[src/rtl/seq_det_ctrl.sv]
// seq_det_ctrl: run controller for serial pattern detection on a 1-bit stream.
// Holds a loaded pattern/target/timeout, accepts bits over valid/ready during a
// run, and reports one registered match pulse per detected occurrence.
module seq_det_ctrl #(
  parameter int MAX_LEN = 8,
  parameter int CNT_W   = 8,
  parameter int TO_W    = 16
) (
  input  logic               clk,
  input  logic               reset,
  input  logic               cfg_we,
  input  logic [MAX_LEN-1:0] cfg_pattern,
  input  logic [3:0]         cfg_len,
  input  logic               cfg_overlap,
  input  logic [CNT_W-1:0]   cfg_target,
  input  logic [TO_W-1:0]    cfg_timeout,
  input  logic               start,
  input  logic               abort,
  input  logic               in_valid,
  input  logic               in_bit,
  output logic               in_ready,
  output logic               match,
  output logic [CNT_W-1:0]   match_count,
  output logic               busy,
  output logic               done,
  output logic               timed_out,
  output logic               err_cfg
);

  typedef enum logic [1:0] {ST_IDLE, ST_RUN, ST_DONE} state_t;

  localparam logic [3:0] LEN_MAX = 4'(MAX_LEN);

  state_t             state_reg, state_next;

  logic [MAX_LEN-1:0] pattern_reg;
  logic [3:0]         len_reg;
  logic               overlap_reg;
  logic [CNT_W-1:0]   target_reg;
  logic [TO_W-1:0]    timeout_reg;

  logic [MAX_LEN-1:0] hist_reg;
  logic [3:0]         fill_reg;
  logic [CNT_W-1:0]   count_reg;
  logic [TO_W-1:0]    idle_reg;
  logic               match_reg;
  logic               timed_out_reg;
  logic               err_reg;

  logic               cfg_ok;
  logic               start_ok;
  logic               beat;
  logic [MAX_LEN-1:0] hist_shift;
  logic [MAX_LEN-1:0] len_mask;
  logic [3:0]         fill_inc;
  logic [CNT_W-1:0]   count_inc;
  logic               hit;
  logic               target_hit;
  logic               idle_expire;

  // Only the low len bits of history take part in the comparison.
  for (genvar gi = 0; gi < MAX_LEN; gi++) begin : g_mask
    assign len_mask[gi] = (4'(gi) < len_reg);
  end

  // Validity is judged on the registered config, so a coincident cfg_we
  // cannot influence the start it arrives with.
  assign cfg_ok      = (len_reg != 4'd0) && (len_reg <= LEN_MAX);
  assign start_ok    = start && cfg_ok;
  assign beat        = in_valid && in_ready;
  assign hist_shift  = {hist_reg[MAX_LEN-2:0], in_bit};
  assign fill_inc    = (fill_reg >= len_reg) ? len_reg : fill_reg + 4'd1;
  assign count_inc   = (&count_reg) ? count_reg : count_reg + CNT_W'(1);
  assign hit         = beat && (fill_inc == len_reg) &&
                       (((hist_shift ^ pattern_reg) & len_mask) == '0);
  assign target_hit  = hit && (target_reg != '0) && (count_inc == target_reg);
  assign idle_expire = !beat && (timeout_reg != '0) &&
                       (idle_reg == timeout_reg - TO_W'(1));

  // State register.
  always_ff @(posedge clk) begin
    if (reset) state_reg <= ST_IDLE;
    else       state_reg <= state_next;
  end

  // Next-state logic: in RUN, abort wins over target, target over timeout.
  always_comb begin
    state_next = state_reg;
    case (state_reg)
      ST_IDLE: if (start_ok) state_next = ST_RUN;
      ST_RUN: begin
        if (abort)            state_next = ST_IDLE;
        else if (target_hit)  state_next = ST_DONE;
        else if (idle_expire) state_next = ST_DONE;
      end
      ST_DONE: begin
        if (start_ok)    state_next = ST_RUN;
        else if (cfg_we) state_next = ST_IDLE;
      end
      default: state_next = ST_IDLE;
    endcase
  end

  // State-decoded outputs; in_ready drops with abort so the aborting beat is lost.
  always_comb begin
    busy      = (state_reg == ST_RUN);
    done      = (state_reg == ST_DONE);
    in_ready  = (state_reg == ST_RUN) && !abort;
    timed_out = timed_out_reg && (state_reg == ST_DONE);
  end

  assign match       = match_reg;
  assign match_count = count_reg;
  assign err_cfg     = err_reg;

  // Config capture, history/fill tracking, match counting and idle timing.
  always_ff @(posedge clk) begin
    if (reset) begin
      pattern_reg   <= '0;
      len_reg       <= '0;
      overlap_reg   <= 1'b0;
      target_reg    <= '0;
      timeout_reg   <= '0;
      hist_reg      <= '0;
      fill_reg      <= '0;
      count_reg     <= '0;
      idle_reg      <= '0;
      match_reg     <= 1'b0;
      timed_out_reg <= 1'b0;
      err_reg       <= 1'b0;
    end else begin
      match_reg <= hit;
      err_reg   <= start && !cfg_ok && (state_reg != ST_RUN);
      if (state_reg != ST_RUN) begin
        if (start_ok) begin
          // An accepted start keeps the already-registered config for the run.
          hist_reg      <= '0;
          fill_reg      <= '0;
          count_reg     <= '0;
          idle_reg      <= '0;
          timed_out_reg <= 1'b0;
        end else if (cfg_we) begin
          pattern_reg <= cfg_pattern;
          len_reg     <= cfg_len;
          overlap_reg <= cfg_overlap;
          target_reg  <= cfg_target;
          timeout_reg <= cfg_timeout;
        end
      end else if (!abort) begin
        if (beat) begin
          hist_reg <= hist_shift;
          fill_reg <= (hit && !overlap_reg) ? 4'd0 : fill_inc;
          idle_reg <= '0;
          if (hit) count_reg <= count_inc;
        end else if (idle_expire) begin
          timed_out_reg <= 1'b1;
        end else begin
          idle_reg <= idle_reg + TO_W'(1);
        end
      end
    end
  end

endmodule
[config.mk]
export PLATFORM = sky130hd
export DESIGN_NAME = seq_det_ctrl
export DESIGN_NICKNAME = d
export VERILOG_FILES = /design/src/rtl/seq_det_ctrl.sv
export SDC_FILE = /design/constraint.sdc
export NUM_CORES = 1
export LEC_CHECK = 0
export CORE_UTILIZATION = 50
export CTS_CLUSTER_SIZE = 16
export DETAILED_ROUTE_END_ITERATION = 16
export MAX_ROUTING_LAYER = met4
export PLACE_DENSITY_LB_ADDON = 0.15
export SYNTH_ARGS = -nofsm -noshare
export SYNTH_HDL_FRONTEND = slang
export SYNTH_SLANG_ARGS = --single-unit
[constraint.sdc]
create_clock -name clk -period 4.45 [get_ports clk]
set_input_delay 0.445 -clock clk [delete_from_list [all_inputs] [get_ports clk]]
set_output_delay 0.445 -clock clk [all_outputs]
set_load 0.05 [all_outputs]
==> Word-level counts from Yosys, hierarchy flattened <==
Cells that the tools add are included.
{ "word_totals": {"out_inout_bits": 14, "elab_cells": 108, "register_bits": 77, "inputBits": 44} }
{ "op_classes": {"n_bitwise": 3, "n_reduce_logical": 33, "muxes": 32, "eq_ne": 13, "n_lt_le_gt_ge": 10, "n_addsub": 4} }
{ "ops": {"columns": ["cell", "count"], "rows": [
  ["16-bit 2-to-1 mux", 5],
  ["8-bit 2-to-1 mux", 6],
  ["4-bit 2-to-1 mux", 6],
  ["7-bit 2-to-1 mux", 3],
  ["16-bit by 1-bit adder with 16-bit output, second input constant", 1],
  ["16-bit equality test", 1],
  ["3-bit by 4-bit less-than comparator with 1-bit output, first input constant", 4],
  ["16-bit nonzero test", 1],
  ["16-bit by 1-bit subtractor with 16-bit output, second input constant", 1],
  ["1-bit logical AND", 14],
  ["2-bit 2-to-1 mux", 6],
  ["3-bit AND reduction", 4],
  ["8-bit by 1-bit adder with 8-bit output, second input constant", 1],
  ["8-bit bitwise AND", 1],
  ["8-bit equality test", 1],
  ["8-bit zero test", 1],
  ["1-bit by 4-bit less-than comparator with 1-bit output, first input constant", 2],
  ["2-bit by 4-bit less-than comparator with 1-bit output, first input constant", 2],
  ["4-bit AND reduction", 2],
  ["8-bit AND reduction", 1],
  ["8-bit nonzero test", 1],
  ["8-bit XOR", 1],
  ["2-bit by 1-bit inequality test with 1-bit output, second input constant", 3],
  ["3-bit by 2-bit inequality test with 1-bit output, second input constant", 2],
  ["other kinds (15)", 25]
]} }

==> Longest topological paths before layout <==
{ "logic_depth": {"depth_word": 10, "mapped_depth": 14, "depth_no_buf": 10} }

==> Least setup slack after synthesis <==
No wires, ideal clock.
{ "synth_path": {"path_kind": "in2reg", "from": "in abort", "to": "reg idle_reg[11]", "setup_slack_ps": 545, "t_arrival_ps": 3831, "stages": 8, "required_ps": 4376, "n_path_buf": 1, "setup_time_ps": 74, "path_cell_list": "nor3b_1 nand2_1 nand3_1 or4_4 o21ai_4 buf_6 or4_1 a31oi_1"} }
{ "synth_between": {"elab_chain_len": 8, "word_cells_on_any_way": 12, "cone_classes": "2 x eq/ne; 3 x mux; 7 x reduce/logical"} }
{ "synth_rtl": {"columns": ["element", "line_no", "source"], "rows": [
  ["start: declaration", "18", "input logic abort,"],
  ["1-bit zero test", null, null],
  ["1-bit logical AND", "108", "in_ready = (state_reg == ST_RUN) && !abort;"],
  ["1-bit logical AND", "70", "assign beat = in_valid && in_ready;"],
  ["1-bit zero test", "77", "assign idle_expire = !beat && (timeout_reg != '0) &&"],
  ["1-bit logical AND (2 in series)", "77", null],
  ["3-bit by 2-bit inequality test with 1-bit output (no source line)", null, null],
  ["3-bit AND reduction (no source line)", null, null],
  ["end signal: assignment", "158", "idle_reg <= idle_reg + TO_W'(1);"],
  ["end: declaration", "45", "logic [TO_W-1:0] idle_reg;"]
]} }
Parallel ways exist; a longest one is shown, timed or not. The select of a mux whose other input is x is not followed.
A chain may end at the register's enable or synchronous reset.

==> Worst setup path in the final report <==
{ "layout_path": {"from": "reg timeout_reg[0]", "to": "reg idle_reg[7]"} }
{ "layout_between": {"elab_chain_len": 5, "word_cells_on_any_way": 7, "cone_classes": "1 x add/sub; 2 x eq/ne; 4 x reduce/logical"} }
{ "layout_rtl": {"columns": ["element", "line_no", "source"], "rows": [
  ["start: declaration", "40", "logic [TO_W-1:0] timeout_reg;"],
  ["start signal: assignment", "147", "timeout_reg <= cfg_timeout;"],
  ["16-bit by 1-bit subtractor with 16-bit output or 16-bit nonzero test (tied branches)", "78, 77", null],
  ["16-bit equality test or 1-bit logical AND (tied branches)", "78, 77", null],
  ["1-bit logical AND *", "77", null],
  ["3-bit by 2-bit inequality test with 1-bit output (no source line) *", null, null],
  ["3-bit AND reduction (no source line) *", null, null]
]} }
Mark *: on every way between the ends. The rest lies on a longest branch, timed or not.

==> metrics.cfg <==
[power_and_ir_drop]
p_per_area_nw_per_um2=321.3
power_w=0.001669
irDropWorstVdd_uv=170.8
p_leak_nw=1.825

[sta]
finalCritPeriodShare_pct=79.63
fin_tns_setup_ns=0
rsz0062_at_grt=false
min_period_ns=3.544
fmax_ghz=0.2822
skew_ns=0.01096
max_slew.worst_pin.slew_ns=1.070
drv_slew=0
finalSetupViolCount=0
postLayoutSetupSlackWorst_ns=0.9065
hold_viol=0
relSlewSlack_pct=28.43

[synth]
ys_seq_elements=77
synth_fa_ha_area_share_pct=2.533
synth_top_family_by_area=simple AND/OR/NAND/NOR gates
ys_seq_area_share_pct=34.67
yosys.area_share.simple_pct=29.50
ys_async_sr_fraction_pct=0
synthXorXnorAreaFrac_pct=9.457
synth_edf_count=0
synth_compound_area_share_pct=17.00
yosysUniqueCellTypes=63
yosysWarnings=0
synthMuxAreaShare_pct=1.829
avgSynthCellArea_um2=7.638
synthCells=582
synth_ff_type=dfxtp_1
syn_area_um2=4446
syn_nets=635

[worst_setup_path]
cp_slowest_stage_delay_ns=0.62
crit_path_top_delay_cell=or4b_2
worstPathCellList=inv_1 -> ha_1 -> or4b_2 -> nor4_1 -> xnor2_1 -> nand4_1 -> or4_4 -> o21ai_4 -> nand2_2 -> a311oi_1
cp.arrival_ns=3.80
path_max_fanout=24
r2r_slack_ns=0.91
cp-end-kind=flop
cp.required_ns=4.71
path_class=flop to flop
worstSetupStartpointType=flop

[detailed_routing]
routed_via_density=5.769
drtIter0Drc=207
drt-total-wl_um=10960
routed-via-count=4194
drc=0
ant_nets=0
drtPass1Iterations=4
wl_per_cell_um=15.07

[cells_and_area]
nets=667
syn_to_final_growth_pct=16.86
layout-drive-gt1-share_pct=7.108
n_antenna_cell=0
fillers=853
final_cell_count_no_fill=727

[clock_network]
cts_hold_buffers=0
post-cts-setup-buffers=0
cts_buffers=9
h-tree-depth=3
cts_max_path_buffers=2
cts_resized=0
cts_tree=built
clk_pin_slew_ns=0.08
cts_root_buffer=clkbuf_8
cts_sinks=77
worstSkewPairLatency_ns=0.35

[floorplan]
start_util_pct=51.23
core_region_area_um2=8678
chipWidth_um=96.29
num_rows=34
dieHeight_um=96.29
io_pins=58
dieArea_um2=9272

[global_routing]
grt_pass1_vias=3770
grt_use_met1_pct=31.78
grtUsageMet2_pct=41.19
grt_use_met3_pct=3.712
grt_max_degree=39
gr-usage-all-layers_pct=25.64
overflow=0
antenna_found_initial=0
grt_pass1_wl_um=17750
top_usage_layer=met2

[job]
maxCapViolCount=0

[placed_design]
hpwl_um=7715
pre_cts_ws_ns=0.9787
dp_cells=711
io_buffer_count=57
place_congestion=0.8722

[run_status]
status=finished, final reports clean

[worst_hold_path]
hold_path.class=flop to flop

layout by cell type, fill, tap and decap left out, types with 13 or more instances in the layout:
master	synthesis	layout
a21oi_1	61	61
a31oi_1	16	16
clkdlybuf4s50_1	0	56
dfxtp_1	77	77
nand2_1	102	102
nand3_1	44	44
nor2_1	41	41
o21ai_0	13	13
xnor2_1	34	34
xor2_1	14	14
through the flow:
| stage | area, um2 | utilization [%] | hold slack [ns] |
|---|---|---|---|
| 5_1_grt | 5195 | 59.86 | 0.4752 |
| 3_3_place_gp | 4995 | 57.55 | 0.4403 |
| 2_1_floorplan | 4446 | - | 0.4317 |
| 6_report | 5195 | 59.86 | 0.4535 |
| 3_5_place_dp | 4995 | 57.55 | 0.4446 |
| 4_1_cts | 5195 | 59.86 | 0.4558 |
final cells by class:
class / count / area [um2] / area share [%]
multi-input cells: 454 / 2681 / 51.61
flip-flops and latches: 77 / 1541 / 29.67
repair buffers: 61 / 595.6 / 11.46
clock buffers: 10 / 137.6 / 2.649
well taps: 108 / 135.1 / 2.601
clock inverters: 6 / 62.56 / 1.204
inverters: 11 / 41.29 / 0.7948
where the power goes:
part / internal [W] / switching, W / leakage, nW
Clock: 0.000272 / 0.000264 / 0.0943
Combinational: 0.000160 / 0.000211 / 1.10
Sequential: 0.000720 / 0.0000413 / 0.626
layer usage:
metal | share of wire (%) | vias up
met1 | 44 | 1953
met4 | 2.9 | 0
li1 | - | 2114
met5 | 0 | -
met2 | 48 | 104
met3 | 4.7 | 23
cell families (layout without fill, tap and decap cells):
logic type      count (synthesis)  count (layout)
compound gates                122             122
xor+xnor                       48              48
fa+ha+maj                       9               9
buf+inv                        51              88
flops                          77              77
mux                             8               8
simple gates                  267             267
worst paths after layout:
kind | end | startpoint | cells past startpoint
max | idle_reg[7] | timeout_reg[0] | 10
min | timed_out_reg | timed_out_reg | 2
max reg2reg | idle_reg[7] | timeout_reg[0] | 10
min reg2reg | timed_out_reg | timed_out_reg | 2
worst max-delay path: cells and delay by family (launching register included):
family | cells | cell delay (ns)
buf+inv | 1 | 0.11
flops | 1 | 0.38
xor+xnor | 1 | 0.16
compound gates | 2 | 0.86
fa+ha+maj | 1 | 0.34
simple gates | 5 | 1.59
cells in the mapped netlist, drive strengths merged (2+ instances only):
cell type  instances  share of area (%)
nor2              41                3.5
buf                8                1.4
or4b               2               0.53
and3              10                1.5
nor4               8                1.1
nor3b              2               0.34
a311oi             3               0.59
a21oi             61                6.9
o21ai             16                2.1
nand2b             4               0.56
or3                7                1.0
a31oi             16                2.3
clkbuf            32                2.7
o211ai             2               0.76
nand3             45                5.2
nor2b              2               0.28
ha                 9                2.5
a21o               3               0.51
xnor2             34                6.7
mux2i              7                1.6
dfxtp             77                 35
nor3              11                1.2
o22ai              2               0.28
a2bb2oi            4               0.79
nand4              4               0.56
or3b               2               0.45
and2               5               0.70
or2                3               0.42
nand2            103                8.8
xor2              14                2.8
inv               11               0.93
or4               12                2.3
o2111ai            3               0.59
o31a               2               0.39
nand3b             3               0.51
a32oi              2               0.39
No activity file was read; power rests on OpenSTA's default activity.
